--- src/rtl/sequencia_jogadas_if.sv ---
// Pattern ROM bus between the sequence checker (master) and the 16x4 pattern ROM (slave).
// The ROM is registered: rom_data reflects the endereco sampled on the previous rising edge.
interface sequencia_jogadas_if #(
  parameter int ADDR_W = 4,
  parameter int DATA_W = 4
);
  logic [ADDR_W-1:0] endereco;
  logic [DATA_W-1:0] rom_data;

  modport master (output endereco, input rom_data);
  modport slave  (input endereco, output rom_data);
endinterface

--- src/rtl/sequencia_jogadas.sv ---
// Game-sequence checker: walks ROM addresses 0..limite, waits for one button press per step
// and ends the round in success, error or timeout.
module sequencia_jogadas #(
  parameter int ADDR_W  = 4,
  parameter int DATA_W  = 4,
  parameter int TIMEOUT = 5000
) (
  input  logic                clock,
  input  logic                reset_n,
  input  logic                iniciar,
  input  logic [ADDR_W-1:0]   limite,
  input  logic [DATA_W-1:0]   botoes,
  sequencia_jogadas_if.master rom,
  output logic                pronto,
  output logic                acertou,
  output logic                errou,
  output logic                timeout,
  output logic [DATA_W-1:0]   db_jogada,
  output logic [3:0]          db_estado
);

  localparam int TW = $clog2(TIMEOUT + 1);
  localparam logic [TW-1:0] TIMER_LAST = TW'(TIMEOUT - 1);

  typedef enum logic [3:0] {
    INICIAL     = 4'h0,
    PREPARA     = 4'h1,
    ESPERA      = 4'h2,
    COMPARA     = 4'h3,
    PROXIMO     = 4'h4,
    FIM_ACERTO  = 4'hA,
    FIM_ERRO    = 4'hE,
    FIM_TIMEOUT = 4'hF
  } estado_t;

  estado_t           state;
  estado_t           next_state;
  logic [ADDR_W-1:0] endereco;
  logic [ADDR_W-1:0] limite_reg;
  logic [DATA_W-1:0] jogada_reg;
  logic [DATA_W-1:0] botoes_prev;
  logic [TW-1:0]     timer;
  logic              jogada;

  // A press is a rising edge of "any key down"; a held key never counts twice.
  assign jogada = (botoes != '0) && (botoes_prev == '0);

  always_ff @(posedge clock or negedge reset_n) begin
    if (!reset_n) state <= INICIAL;
    else          state <= next_state;
  end

  always_comb begin
    next_state = state;
    case (state)
      INICIAL: if (iniciar) next_state = PREPARA;
      PREPARA: next_state = ESPERA;
      ESPERA: begin
        if (jogada)                   next_state = COMPARA;
        else if (timer == TIMER_LAST) next_state = FIM_TIMEOUT;
      end
      COMPARA: begin
        if (jogada_reg != rom.rom_data) next_state = FIM_ERRO;
        else if (endereco == limite_reg) next_state = FIM_ACERTO;
        else                             next_state = PROXIMO;
      end
      PROXIMO: next_state = ESPERA;
      FIM_ACERTO, FIM_ERRO, FIM_TIMEOUT: if (iniciar) next_state = PREPARA;
      default: next_state = INICIAL;
    endcase
  end

  always_comb begin
    pronto  = 1'b0;
    acertou = 1'b0;
    errou   = 1'b0;
    timeout = 1'b0;
    case (state)
      FIM_ACERTO:  begin pronto = 1'b1; acertou = 1'b1; end
      FIM_ERRO:    begin pronto = 1'b1; errou   = 1'b1; end
      FIM_TIMEOUT: begin pronto = 1'b1; timeout = 1'b1; end
      default:     ;
    endcase
  end

  always_ff @(posedge clock or negedge reset_n) begin
    if (!reset_n) begin
      endereco    <= '0;
      limite_reg  <= '0;
      jogada_reg  <= '0;
      botoes_prev <= '0;
      timer       <= '0;
    end else begin
      botoes_prev <= botoes;
      case (state)
        PREPARA: begin
          endereco   <= '0;
          limite_reg <= limite;
          timer      <= '0;
        end
        ESPERA: begin
          if (jogada) jogada_reg <= botoes;
          else        timer      <= timer + 1'b1;
        end
        // limite_reg bounds endereco, so the increment never wraps.
        PROXIMO: begin
          endereco <= endereco + 1'b1;
          timer    <= '0;
        end
        default: ;
      endcase
    end
  end

  assign rom.endereco = endereco;
  assign db_jogada    = jogada_reg;
  assign db_estado    = state;

endmodule

--- src/flat_wrapper.sv ---
// flat-port wrapper written by rule: the top's interface ports become plain ports
module sequencia_jogadas_flat 
#(
  parameter int ADDR_W  = 4,
  parameter int DATA_W  = 4,
  parameter int TIMEOUT = 5000
)
  (clock, reset_n, iniciar, limite, botoes, pronto, acertou, errou, timeout, db_jogada, db_estado, rom_endereco, rom_rom_data);
  sequencia_jogadas_if #(.ADDR_W(ADDR_W), .DATA_W(DATA_W)) rom_i ();
  input  logic clock;
  input  logic reset_n;
  input  logic iniciar;
  input  logic [ADDR_W-1:0] limite;
  input  logic [DATA_W-1:0] botoes;
  output logic pronto;
  output logic acertou;
  output logic errou;
  output logic timeout;
  output logic [DATA_W-1:0] db_jogada;
  output logic [3:0] db_estado;
  output wire logic [$bits(rom_i.endereco)-1:0] rom_endereco;
  input wire logic [$bits(rom_i.rom_data)-1:0] rom_rom_data;
  assign rom_endereco = rom_i.endereco;
  assign rom_i.rom_data = rom_rom_data;
  sequencia_jogadas #(.ADDR_W(ADDR_W), .DATA_W(DATA_W), .TIMEOUT(TIMEOUT)) u_core (.clock(clock), .reset_n(reset_n), .iniciar(iniciar), .limite(limite), .botoes(botoes), .rom(rom_i), .pronto(pronto), .acertou(acertou), .errou(errou), .timeout(timeout), .db_jogada(db_jogada), .db_estado(db_estado));
endmodule
--- config.mk ---
export PLATFORM = sky130hd
export DESIGN_NAME = sequencia_jogadas_flat
export DESIGN_NICKNAME = d
export VERILOG_FILES = /design/src/rtl/sequencia_jogadas_if.sv /design/src/rtl/sequencia_jogadas.sv /design/src/flat_wrapper.sv
export SDC_FILE = /design/constraint.sdc
export NUM_CORES = 1
export LEC_CHECK = 0
export ABC_AREA = 1
export ABC_CLOCK_PERIOD_IN_PS = 1800
export BUFFER_PORTS_ARGS = -buffer_cell sky130_fd_sc_hd__buf_2
export CORE_ASPECT_RATIO = 1.75
export CORE_UTILIZATION = 35
export CTS_BUF_LIST = sky130_fd_sc_hd__clkbuf_4
export DETAILED_ROUTE_END_ITERATION = 12
export PLACE_DENSITY = 0.6
export SLEW_MARGIN = 20
export SYNTH_ARGS = -nofsm -noshare
export SYNTH_HDL_FRONTEND = slang
export SYNTH_SLANG_ARGS = --single-unit
--- constraint.sdc ---
create_clock -name clock -period 1.8 [get_ports clock]
set_clock_uncertainty 0.2 [all_clocks]
set_input_delay 0.18 -clock clock [delete_from_list [all_inputs] [get_ports clock]]
set_output_delay 0.18 -clock clock [all_outputs]
set_load 0.005 [all_outputs]
* After elaboration in Yosys (flattened, before gate mapping) *
Cells that the tools add are included.

storage, ports and cells
  bits in latches = 0
  input port bits = 15
  register bits after elaboration = 33
  memories = 0
  bits in writable memories = 0
  memory bits (read-only) = 0
  word-level logic and storage cells = 46

cells by class
  order comparisons = 0
  multiply operators = 0
  multiplexer cells = 13
  shift-type cells = 0
  reductions and logical operators = 12
  equal/unequal tests = 13
  add/sub/neg operators = 2
  div/mod/pow operators = 0
  bitwise operators = 0

operator list
  cell                                                 count
  one-hot mux 13 bit (2 select lines)                  1
  2-to-1 mux 4 bit                                     5
  one-hot mux 4 bit (4 select lines)                   1
  adder 13 x 1 -> 13 bit, second input constant        1
  equality test 13 bit, second input constant          1
  2-to-1 mux 13 bit                                    1
  equality test 4 bit, second input constant           3
  equality test 4 x 2 -> 1 bit, second input constant  2
  zero test 4 bit                                      2
  one-hot mux 4 bit (2 select lines)                   1
  AND reduction 2 bit                                  3
  adder 4 x 1 -> 4 bit, second input constant          1
  equality test 4 x 1 -> 1 bit, second input constant  1
  equality test 4 x 3 -> 1 bit, second input constant  1
  equality test 4 bit                                  1
  2-to-1 mux 1 bit                                     4
  != test 4 bit                                        1
  nonzero test 2 bit                                   2
  nonzero test 4 bit                                   1
  OR reduction 4 bit                                   1
  != test 3 x 1 -> 1 bit, second input constant        1
  OR reduction 3 bit                                   1
  != test 2 x 1 -> 1 bit, second input constant        1
  != test 2 bit, second input constant                 1
  other kinds (2)                                      2

* Longest topological paths before layout *
Gate-level depths: netlist (run 1).

  depth in word-level cells = 4
  mapped depth = 11
  depth with buffers taken out = 11

* Worst setup path after synthesis (run 1) *
Ideal clock, no wire load.

  path type = register -> register
  from = register u_core.state[3] (netlist: u_core.db_estado[3])
  to = register u_core.timer[2]
  cell stages (with the launch flop) = 10
  setup time = 0.118 ns
  clock period less this slack = 1.619 ns
  slack = 0.181 ns
  path buffers = 1
  data arrival time = 1.302 ns
  cell sequence = dfrtp_1 > nor2_4 > nand3_2 > nand2_4 > inv_4 > nand2_8 > inv_6 > buf_6 > nand2_1 > o21ai_2

between the ends
  cells in the longest elaborated chain, start to end = 4

RTL lines
  element                                                                       line                      text
  from (decl)                                                                   sequencia_jogadas.sv:36   estado_t state;
  from (signal assigned)                                                        sequencia_jogadas.sv:50   else state <= next_state;
  equality test 4 x 1 -> 1 bit or equality test 4 x 3 -> 1 bit (tied branches)  sequencia_jogadas.sv:95   case (state)
  OR reduction 2 bit (no line)                                                  --
  nonzero test 2 bit (no line)                                                  --
  AND reduction 2 bit (no line)                                                 --
  to (signal assigned)                                                          sequencia_jogadas.sv:103  else timer <= timer + 1'b1;
  to (decl)                                                                     sequencia_jogadas.sv:42   logic [TW-1:0] timer;

Parallel ways exist; a longest one is shown, timed or not.
A chain may end at the register's enable or synchronous reset.

* Worst setup path after layout (run 1) *
  from = register u_core.state[1] (netlist: u_core.db_estado[1])
  to = output port errou

between the ends
  cells in the longest elaborated chain, start to end = 2

RTL lines
  element              line                     text
  equality test 4 bit  sequencia_jogadas.sv:78  case (state)
  2-to-1 mux 1 bit     sequencia_jogadas.sv:78
  to (decl)            flat_wrapper.sv:17       output logic errou;

No other way between the ends.

==> results of run 1 <==
per-layer routing:
metal	vias up	global-route usage	wire, microns
met4	0	0.0882	160
met5	-	0	0
met3	12	0.0262	112
met2	32	0.347	2650
met1	836	0.155	1590
li1	911	-	-
path summary, 6_finish.rpt:
path / startpoint / endpoint / slack (ns) / depth (start not counted)
max in group asynchronous: reset_n / u_core.db_estado[2] / 0.88 / 3
min in group asynchronous: reset_n / u_core.timer[1] / 0.19 / 3
max: u_core.db_estado[1] / errou / 0.13 / 5
min reg2reg: u_core.timer[1] / u_core.timer[1] / 0.31 / 2
max reg2reg: u_core.db_estado[0] / u_core.timer[0] / 0.14 / 8
min: iniciar / u_core.db_estado[3] / 0.07 / 6
cell families after synthesis:
kind of cell             after synthesis  synth area share
XOR/XNOR                               6            0.0279
adder cells (fa/ha/maj)                2            0.0133
AND/OR/NAND/NOR                      146             0.354
multiplexers                           1           0.00599
buffers and inverters                 35            0.0798
AO/OA/AOI/OAI                         28            0.0798
flip-flops                            33             0.439
layout by cell type, fill, tap and decap left out, types with 7 or more instances in the layout:
master,Yosys,final
nand2_1,76,76
dfrtp_1,33,31
buf_2,0,30
inv_1,29,29
nor2_1,27,26
nand3_1,19,17
o21ai_0,11,11
nand4_1,9,9
dlygate4sd3_1,0,9
a21oi_1,7,7
per-stage QoR:
| step | util | power, W | area (sq um) | hold slack, ns |
|---|---|---|---|---|
| 2_1_floorplan | - | 0.00212 | 1880 | -0.316 |
| 3_3_place_gp | 0.406 | 0.00248 | 2120 | 0.0409 |
| 3_5_place_dp | 0.406 | 0.00250 | 2120 | 0.0456 |
| 4_1_cts | 0.434 | 0.00295 | 2260 | 0.0328 |
| 5_1_grt | 0.441 | 0.00321 | 2300 | 0.107 |
| 6_report | 0.441 | 0.00294 | 2300 | 0.0712 |
worst max-delay path, delay by kind of cell, from the launching register on:
kind                   cells  cell delay (ns)
buffers and inverters      2             0.20
and+or+nand+nor            3             0.34
DFF                        1             0.42
power breakdown:
part           switching [W]  internal [W]  leakage (nW)
logic               0.000849      0.000515         0.684
clock network       0.000254      0.000164        0.0354
registers           0.000221      0.000941         0.424
total                0.00132       0.00162          1.14
final cells by class:
class | instances | area (sq um) | share of cell area
repair buffers | 45 | 285 | 0.124
flip-flops and latches | 33 | 828 | 0.360
well taps | 55 | 68.8 | 0.0299
inverters | 33 | 131 | 0.0572
multi-input cells | 183 | 930 | 0.404
clock buffers | 6 | 45.0 | 0.0196
clock inverters | 2 | 10.0 | 0.00435
timing repair:
item | in CTS | in global routing
setup endpoints to repair | 0 | 7
setup buffers | 0 | 1
hold endpoints to repair | 45 | 0
hold buffers | 9 | 0
gates resized for setup | 0 | 7
==> out/qor.yml, run 1 <==
status: "finished clean"
start_util: 0.361
synth-seq-cells: 33
vias: 1791
rsz0062_at_grt: "true"
crit_fanout: 5
slowest_delay_ns: 0.42
irDropWorstVdd_v: 0.000746
ant_nets: 0
fin_ws_ns: 0.130
min_period_ns: 1.67
yosysMostFrequentCell: "nand2_1"
clk_latency_ns: 0.33
period_share: 0.928
layout-drive-gt1-share: 0.222
synth.distinct_cells: 30
ios: 31
initialDrtViolationCount: 59
fillCellCount: 532
rows: 35
maxCapViolations: 0
avgViaCountPerCell: 5.02
dpl.hpwl_microns: 3340
dpl.cell_count: 339
dominantRegCellSynth: "dfrtp_1"
pre_cts_slack_ns: 0.0839
regMostFlops: "u_core.timer"
syn_nets: 268
synth.area.top_cells: "dfrtp_1 (44%), nand2_1 (15%), inv_1 (5.8%), nor2_1 (5.4%), nand3_1 (5.1%)"
synth_edf_count: 0
grt_usage: 0.172
ys_seq_area_frac: 0.439
cts_tree: "done"
place_congestion: 0.804
clkTransAtPathRegs_ns: 0.10
criticalPathCategory: "reg -> out"
slowest_stage: "dfrtp_1"
area_delta_synth_final_pct: 22.2
max_slew_margin: 0.719
synth_top_area_share: 0.439
yosysTopAreaCell: "dfrtp_1"
hold_viol: 0
yosys_warnings: 0
cts_max_path_buffers: 2
syn_avg_cell_area_sq_um: 7.49
tightest_slew_ns: 0.418
final_cell_count_no_fill: 357
cp.required_ns: 1.42
largest_reg_flops: 13
dr.pass1.iters: 4
max_freq_mhz: 599
drv_slew: 0
htree_levels: 2
cp.arrival_ns: 1.29
critPathCaptureType: "output port"
syn-instance-count: 251
min_path_type: "in -> reg"
setup_violations: 0
power_density_nw_per_um2: 1280
clkSinkCount: 33
portBuffers: 30
grt_remaining_overflow: 0
p_leak_nw: 1.14
grt_pass1_wl_microns: 7530
synth_area_sq_um: 1880
n_antenna_cell: 0
crit_chain: "inv_2, nor2_2, nand2_1, nor2_1, buf_2"
cts_inserted_buffers: 5
grt_max_degree: 34
grt_pass1_vias: 1717
coreArea_sq_um: 5210
final.setup.tns_ns: 0
drc: 0
ctsRootBufferMaster: "clkbuf_4"
synthArstFlopShare: 1.00
cp-start-kind: "flip-flop"
nets: 318
synth_common_cells: "nand2_1 (76), dfrtp_1 (33), inv_1 (29)"
detail_route.wl_per_cell_microns: 12.6
antenna_found_initial: 0
dieArea_sq_um: 5680
die_h_microns: 99.0
wl_microns: 4510
die_w_microns: 57.4
Note: power is estimated with default switching activity, not from simulation.
==> run 2: changes to the inputs <==
--- a/config.mk
+++ b/config.mk
@@ -15,2 +15,3 @@
 export PLACE_DENSITY = 0.6
+export SKIP_LAST_GASP = 1
 export SLEW_MARGIN = 20
==> constraint.sdc (replaced) <==
create_clock -name clock -period 1.8 [get_ports clock]
set_clock_uncertainty 0.2 [all_clocks]
set_input_delay 0.09 -clock clock [delete_from_list [all_inputs] [get_ports clock]]
set_output_delay 0.09 -clock clock [all_outputs]
set_load 0.005 [all_outputs]
==> out/qor.yml, run 2 (synthesis results as in run 1) <==
die_w_microns: 57.4
die_h_microns: 99.0
grt_pass1_vias: 1717
fin_area_sq_um: 2310
rows: 35
avgViaCountPerCell: 5.03
cp-start-kind: "flip-flop"
final_core_util: 0.444
clkTransAtPathRegs_ns: 0.10
use_met2: 0.347
max_freq_mhz: 609
period_share: 0.912
start_util: 0.361
htree_levels: 2
p_leak_nw: 1.15
nets: 319
dr.pass1.iters: 4
rsz0062_at_grt: "false"
cts_tree: "done"
ant_nets: 0
cts_max_path_buffers: 2
critPathCaptureType: "flip-flop"
setup_violations: 0
power_density_nw_per_um2: 1280
clk_latency_ns: 0.33
cp.arrival_ns: 1.71
clkSinkCount: 33
fillCellCount: 529
min_period_ns: 1.64
irDropWorstVdd_v: 0.000753
tightest_slew_ns: 0.417
grt_usage: 0.172
cts_inserted_buffers: 5
slowest_stage: "dfrtp_1"
drc: 0
dpl.hpwl_microns: 3340
crit_chain: "ha_1, nand3_2, nor2_1, nand2_1, o21ai_0, nand3_1, o21ai_1"
grt_busiest_layer: "met2"
cp.required_ns: 1.86
slowest_delay_ns: 0.41
coreArea_sq_um: 5210
status: "finished clean"
wl_microns: 4510
fin_ws_ns: 0.158
hold_viol: 0
cp_top_family: "simple AND/OR/NAND/NOR gates"
regMostFlops: "u_core.timer"
detail_route.wl_per_cell_microns: 12.6
grtUsageMet3: 0.0262
criticalPathCategory: "reg -> reg"
grt_remaining_overflow: 0
n_antenna_cell: 0
portBuffers: 30
final.setup.tns_ns: 0
layout-drive-gt1-share: 0.224
dieArea_sq_um: 5680
maxCapViolations: 0
final_common_cell: "nand2_1"
drv_slew: 0
place_area_sq_um: 2120
ctsRootBufferMaster: "clkbuf_4"
grt_pass1_wl_microns: 7530
pre_cts_slack_ns: 0.0839
crit_fanout: 5
area_delta_synth_final_pct: 23.1
max_slew_margin: 0.720
initialDrtViolationCount: 63
cp_num_buf_inv: 0
grt_max_degree: 34
final_cell_mix: "nand2_1 (76), buf_2 (30), dfrtp_1 (30)"
ios: 31
antenna_found_initial: 0
met1_usage: 0.155
vias: 1799
largest_reg_flops: 13
place_congestion: 0.804
min_path_type: "in -> reg"
-- run 2: metal layers --
layer	vias to the layer above	part of all wire
met1	842	0.35
met4	0	0.035
li1	910	-
met2	35	0.59
met5	-	0
met3	12	0.029
-- run 2: what timing repair did --
action                     in CTS  in global routing
setup buffers                   0                  1
setup endpoints to repair       0                  6
gates resized for setup         0                  9
hold endpoints to repair       49                  0
hold buffers                   10                  0
-- run 2: power by group --
part | switching (W) | internal, W | total, W
Sequential | 0.000226 | 0.000943 | 0.00117
Combinational | 0.000850 | 0.000520 | 0.00137
Clock | 0.000254 | 0.000164 | 0.000418
-- run 2: per-stage QoR --
stage	power (W)	hold slack [ns]	instances
after CTS	0.00296	0.0632	357
after detailed placement	0.00250	-0.0444	339
after global routing	0.00323	0.125	358
final	0.00296	0.0762	358
after global placement	0.00248	-0.0491	339
after floorplan	0.00212	-0.406	251
-- run 2: path summary, 6_finish.rpt --
| check | start | end | slack, ns | cells after the start |
|---|---|---|---|---|
| hold reg to reg | u_core.timer[1] | u_core.timer[1] | 0.31 | 2 |
| setup / recovery | u_core.timer[0] | u_core.timer[8] | 0.16 | 7 |
| max in group asynchronous | reset_n | u_core.db_estado[2] | 0.97 | 3 |
| min in group asynchronous | reset_n | u_core.timer[6] | 0.10 | 3 |
| hold / removal | rom_rom_data[1] | u_core.db_estado[2] | 0.08 | 9 |
| setup reg to reg | u_core.timer[0] | u_core.timer[8] | 0.16 | 7 |
-- run 2: final cells by class --
cell class / count / area (sq um) / share of cell area
flip-flops and latches: 33 / 830 / 0.358
multi-input cells: 183 / 935 / 0.404
clock inverters: 2 / 10.0 / 0.00432
well taps: 55 / 68.8 / 0.0297
clock buffers: 6 / 45.0 / 0.0195
repair buffers: 46 / 295 / 0.128
inverters: 33 / 131 / 0.0568
-- run 2: worst reg2reg max path: stages (launching register included) --
cell and delay, ns:
dfrtp_1 0.41, ha_1 0.24, nand3_2 0.16, nor2_1 0.13, nand2_1 0.08, o21ai_0 0.16
nand3_1 0.08, o21ai_1 0.11
